`config.mk`:
```
export PLATFORM = sky130hd
export DESIGN_NAME = lvds_tx_arb
export DESIGN_NICKNAME = d
export VERILOG_FILES = /design/src/rtl/lvds_link_pkg.sv /design/src/rtl/lvds_rr_pick.sv /design/src/rtl/lvds_tx_arb.sv
export SDC_FILE = /design/constraint.sdc
export NUM_CORES = 1
export LEC_CHECK = 0
export CAP_MARGIN = 40
export CORE_MARGIN = 5
export CORE_UTILIZATION = 37
export CTS_BUF_LIST = sky130_fd_sc_hd__clkbuf_8
export CTS_CLUSTER_SIZE = 25
export DETAILED_ROUTE_END_ITERATION = 10
export PLACE_DENSITY = 0.92
export REMOVE_ABC_BUFFERS = 1
export SETUP_SLACK_MARGIN = 0.3
export SLEW_MARGIN = 20
export SYNTH_ARGS = -nofsm -noshare
export SYNTH_HDL_FRONTEND = slang
export SYNTH_SLANG_ARGS = --single-unit
```
`constraint.sdc`:
```
create_clock -name tx_inclock -period 2.7 [get_ports tx_inclock]
set_input_delay 0.675 -clock tx_inclock [delete_from_list [all_inputs] [get_ports tx_inclock]]
set_output_delay 0.675 -clock tx_inclock [all_outputs]
set_load 0.01 [all_outputs]
```
`src/rtl/lvds_link_pkg.sv`:
```
// Shared framing constants and arbiter state type for the LVDS transmit path.
package lvds_link_pkg;

  localparam int FRM_VALID_BIT = 31;
  localparam int FRM_CH_MSB    = 30;
  localparam int FRM_CH_LSB    = 28;
  localparam int FRM_PAYLOAD_W = 28;
  localparam int CH_W          = 3;

  typedef enum logic {ARB, HOLD} arb_state_e;

endpackage

```
`src/rtl/lvds_rr_pick.sv`:
```
// Rotating priority encoder: first asserted request scanning last+1, last+2, ... modulo NUM_CH.
module lvds_rr_pick
  import lvds_link_pkg::*;
#(
  parameter int NUM_CH = 4
) (
  input  logic [NUM_CH-1:0] req,
  input  logic [CH_W-1:0]   last,
  output logic [CH_W-1:0]   idx,
  output logic              any
);

  logic [7:0]      req_pad;
  logic [CH_W-1:0] cand;

  always_comb begin
    req_pad = 8'(req);
    idx     = '0;
    any     = 1'b0;
    cand    = '0;
    for (int k = 1; k <= NUM_CH; k++) begin
      cand = CH_W'((int'(last) + k) % NUM_CH);
      if (!any && req_pad[cand]) begin
        idx = cand;
        any = 1'b1;
      end
    end
  end

endmodule

```
`src/rtl/lvds_tx_arb.sv`:
```
// Round-robin arbiter framing source FIFO payloads onto the LVDS transmit RDY/EN interface.
// Optional build macro LVDS_ARB_PRIO0_EN: channel 0 wins unconditionally without disturbing rotation.
module lvds_tx_arb
  import lvds_link_pkg::*;
#(
  parameter int NUM_CH    = 4,
  parameter int BURST_MAX = 4
) (
  input  logic                            tx_inclock,
  input  logic                            reset_n,
  input  logic                            link_up,
  input  logic [NUM_CH*FRM_PAYLOAD_W-1:0] src_data,
  input  logic [NUM_CH-1:0]               src_rdy,
  output logic [NUM_CH-1:0]               src_en,
  output logic [31:0]                     enq_data,
  output logic                            enq_rdy,
  input  logic                            enq_en,
  output logic [CH_W-1:0]                 grant_ch,
  output logic [15:0]                     sent_cnt
);

  localparam logic [3:0] BMAX = 4'(BURST_MAX);

  arb_state_e               state_q, state_d;
  logic [CH_W-1:0]          last_q, last_d, grant_q, pick_ch, rr_idx;
  logic [3:0]               burst_q, burst_d;
  logic [7:0]               rdy_pad;
  logic [FRM_PAYLOAD_W-1:0] payload;
  logic [31:0]              data_q;
  logic [15:0]              cnt_q;
  logic                     rdy_q, rr_any, cont, go, take;

  lvds_rr_pick #(.NUM_CH(NUM_CH)) u_pick (
    .req  (src_rdy),
    .last (last_q),
    .idx  (rr_idx),
    .any  (rr_any)
  );

  // burst_q == 0 means no channel has been granted yet, so rotation starts at last+1
  always_comb begin
    rdy_pad = 8'(src_rdy);
    cont    = (burst_q != 4'd0) && rdy_pad[last_q] && (burst_q < BMAX);
    pick_ch = cont ? last_q : rr_idx;
    last_d  = pick_ch;
    burst_d = burst_q;
    if (cont)
      burst_d = burst_q + 4'd1;
    else if ((rr_idx != last_q) || (burst_q == 4'd0))
      burst_d = 4'd1;
`ifdef LVDS_ARB_PRIO0_EN
    if (src_rdy[0]) begin
      pick_ch = '0;
      last_d  = last_q;
      burst_d = burst_q;
    end
`endif
    payload = '0;
    for (int i = 0; i < NUM_CH; i++)
      if (pick_ch == CH_W'(i)) payload = src_data[FRM_PAYLOAD_W*i +: FRM_PAYLOAD_W];
  end

  always_comb begin
    state_d = state_q;
    go      = 1'b0;
    take    = 1'b0;
    case (state_q)
      ARB: if (reset_n && link_up && rr_any) begin
        go      = 1'b1;
        state_d = HOLD;
      end
      HOLD: if (enq_en && rdy_q) begin
        take    = 1'b1;
        state_d = ARB;
      end
      default: state_d = ARB;
    endcase
    src_en = go ? (NUM_CH'(1) << pick_ch) : '0;
  end

  // Holding register stage: word, channel and offer flag become visible the cycle after the pop
  always_ff @(posedge tx_inclock) begin
    if (!reset_n) begin
      state_q <= ARB;
      last_q  <= CH_W'(NUM_CH - 1);
      burst_q <= '0;
      data_q  <= '0;
      grant_q <= '0;
      rdy_q   <= 1'b0;
      cnt_q   <= '0;
    end else begin
      state_q <= state_d;
      rdy_q   <= (state_d == HOLD) && link_up;
      if (go) begin
        data_q  <= {1'b1, pick_ch, payload};
        grant_q <= pick_ch;
        last_q  <= last_d;
        burst_q <= burst_d;
      end
      if (take) cnt_q <= cnt_q + 16'd1;
    end
  end

  assign enq_data = data_q;
  assign enq_rdy  = rdy_q;
  assign grant_ch = grant_q;
  assign sent_cnt = cnt_q;

endmodule

```
==> impl_results.md <==
* Outcome: complete, but fails checks
* Failing checks: setup timing
* Period Utilization, post-route at 105%
* IO buf count at 175
* Slew @ Worst Pin at 0.713 ns
* Cells after synthesis at roughly 330
* FILL cells at 647
* Layout cells sized above 1 at 24.0%
* Final wirelength at 12.2 mm
* Synth warnings at 0
* Syn-to-layout area delta at 77.9%
* Via count at roughly 3500
* Post-synth top flop: dfxtp_1
* WP data arrival at ~2.2 ns
* Initial DRT Pass Iterations at 4
* Starting DRT DRC Count at around 110
* Avg Inst Size Synth at 9.77 um2
* Sequential fraction of the synthesis area at about 34%
* Die Span X at 104 um
* Post-layout util at 67.2%
* Max_slew headroom at 52.4%
* Vias in the first global route at ~3900
* Nature of the critical path endpoint: output port
* Worst-path clk slew at 0.10 ns
* Final GP Congestion at 0.797
* RSZ-0062 raised after global routing: yes
* Rows at 34
* Crit Path Category: primary input to output port
* Total track usage at 20.8%
* Reg2Reg Depth at 8
* Count of final setup violators at 4
* Worst setup SP type: primary input
* Die span in y at 104 um
* Synth cell count leaders: 57 x mux2i_1, 56 x dfxtp_1, 39 x nand2_1, 19 x o221ai_1, 15 x and2_1
* Core area at 8640 um2
* CTS sink cnt at 56
* Via density at between 5 and 6
* Clock Skews at 0.00479 ns
* WL/cell at roughly 19 um
* #FFs+latches synth at 56
* Mapped Area at 3260 um2
* Total gr overflow at 0
* Top-count cell post-synth: mux2i_1
* H-tree levels at 2
* Slew Limit Fails at 0
* Antenna violations before repair at 0
* Register area at ~1100 um2
* PD cells at 407 nW/um2
* Dominant cells by area after synthesis: dfxtp_1 34%, mux2i_1 17%, o221ai_1 5.1%, o221ai_2 4.6%, nand2_1 4.5%
* DRC Markers at 0
* Hpwl dp at 8.60 mm
* Highest clock rate at ~0.35 GHz
* Global-route wire length before repair at 18.7 mm
* Crit-path max FO at 4
* Hold Crit Class: flop to flop
* Max IR drop VDD at 0.283 mV
* Clock root buffer: clkbuf_8
* Die ar. at 10800 um2
* Power, Total at 2.36 mW
* Max-cap violations at 0
* Lkg Pwr at between 2 and 2.5 nW
* Synth async-reset ratio at 0%
* Hold path depth at 1
* Area of the multi-input gates at ~2100 um2
* Hold Vio Cnt, Final at 0
* Initial core utilization at between 30 and 40%
* Area leader, netlist: dfxtp_1
* Cts hold-fix bufs at 0
* DRT antenna net count at 0
* Diodes inserted at 0
* I/O pin count at 176
* Largest net degree at the start of global routing at 44
* Setup_tns at -0.309 ns
* Clock Latency Late Sink at ~0.31 ns
* Final setup margin at -0.123 ns
* Synth cell types at 50
* Data required time of the worst path at ~2.0 ns
* CTS tree: built
* Yosys top cell area share at roughly a third
* TritonCTS buffer count at 5
* Final min period at 2.82 ns
* Number of synthesized flops with an enable pin at 0
* Final nets at 663
* Deepest clock path buffer count at 2
==> repair_timing <==
item,CTS,global route
setup endpoints to repair,35,35
pin swaps,8,10
resized for setup,87,38
setup buffers,12,5
cloned,2,2
==> critical path: stages <==
cell and delay [ns]:
buf_8 0.10, buf_6 0.11, nor4bb_4 0.16, a311oi_2 0.34, o211ai_1 0.21, buf_4 0.19, buf_6 0.12, nor2b_4 0.12
buf_6 0.11
==> cell families (layout without fill, tap and decap cells) <==
| logic type | Yosys count | in the layout | synth area share, % |
|---|---|---|---|
| AOI/OAI and AO/OA | 58 | 58 | 17.0 |
| and+or+nand+nor | 110 | 110 | 18.1 |
| DFF | 56 | 56 | 34.4 |
| xor gates and xnor gates | 12 | 12 | 3.22 |
| adders and majority gates | 3 | 3 | 1.15 |
| muxes | 59 | 59 | 18.5 |
| buffers and inverters | 36 | 243 | 7.60 |
==> through the flow <==
step           cell area [um2]  hold slack, ns  instances  setup slack, ns
2_1_floorplan             3040           0.447        304            -3.58
3_3_place_gp              5190           0.444        620           -0.868
3_5_place_dp              5190           0.455        620           -0.970
4_1_cts                   5570           0.479        642          -0.0109
5_1_grt                   5800           0.491        649           -0.124
6_report                  5800           0.475        649           -0.123
==> worst paths after layout <==
| check | end | from | slack [ns] |
|---|---|---|---|
| setup / recovery | src_en[3] | src_rdy[1] | -0.12 |
| hold reg to reg | enq_data[31]$_SDFFE_PN0N_ | enq_data[31]$_SDFFE_PN0N_ | 0.48 |
| hold / removal | enq_data[31]$_SDFFE_PN0N_ | enq_data[31]$_SDFFE_PN0N_ | 0.48 |
| setup reg to reg | enq_data[18]$_SDFFE_PN0N_ | last_q[0]$_SDFFE_PN1N_ | 0.13 |
==> report_power, final <==
group	leakage, nW	switching (mW)	internal (mW)
Sequential	0.458	0.0535	0.889
Combinational	1.92	0.399	0.559
Clock	0.0455	0.280	0.182
Total	2.42	0.733	1.63
==> final cells by class <==
cell class	instances	share of cell area (%)
tap	108	2.33
sequential	56	19.4
inverter	6	0.388
clock buffer	5	1.19
clock inverter	3	0.345
timing repair buffer	229	39.7
multi-input combinational	242	36.6
==> routing by layer <==
layer,track usage (%),routed length [um]
met1,21.6,4350
met2,38.4,6420
met3,5.96,1030
met4,9.07,405
met5,0,0
==> placed cells by master (no fill, tap or decap), types with 4 or more instances in the layout <==
cell | synthesis | final
nand2_4 | 0 | 10
nand2_1 | 39 | 21
o221ai_1 | 19 | 14
o221ai_2 | 10 | 15
buf_4 | 6 | 38
nand2_2 | 2 | 10
and2_1 | 15 | 13
clkdlybuf4s50_1 | 0 | 166
clkbuf_8 | 0 | 5
buf_6 | 11 | 15
dfxtp_1 | 56 | 53
inv_1 | 6 | 6
nand3_1 | 7 | 7
o21ai_0 | 7 | 6
nand4_1 | 6 | 6
nor2_1 | 9 | 7
a21boi_0 | 5 | 4
mux2i_1 | 57 | 57
xnor2_1 | 9 | 9
and3_1 | 6 | 6
==> registers in the layout (all words and copies together), names as in the netlist <==
register  cells
burst_q       4
enq_data     30
enq_rdy       1
grant_ch      2
last_q        2
sent_cnt     16
state_q       1
Note: power is estimated with default switching activity, not from simulation.
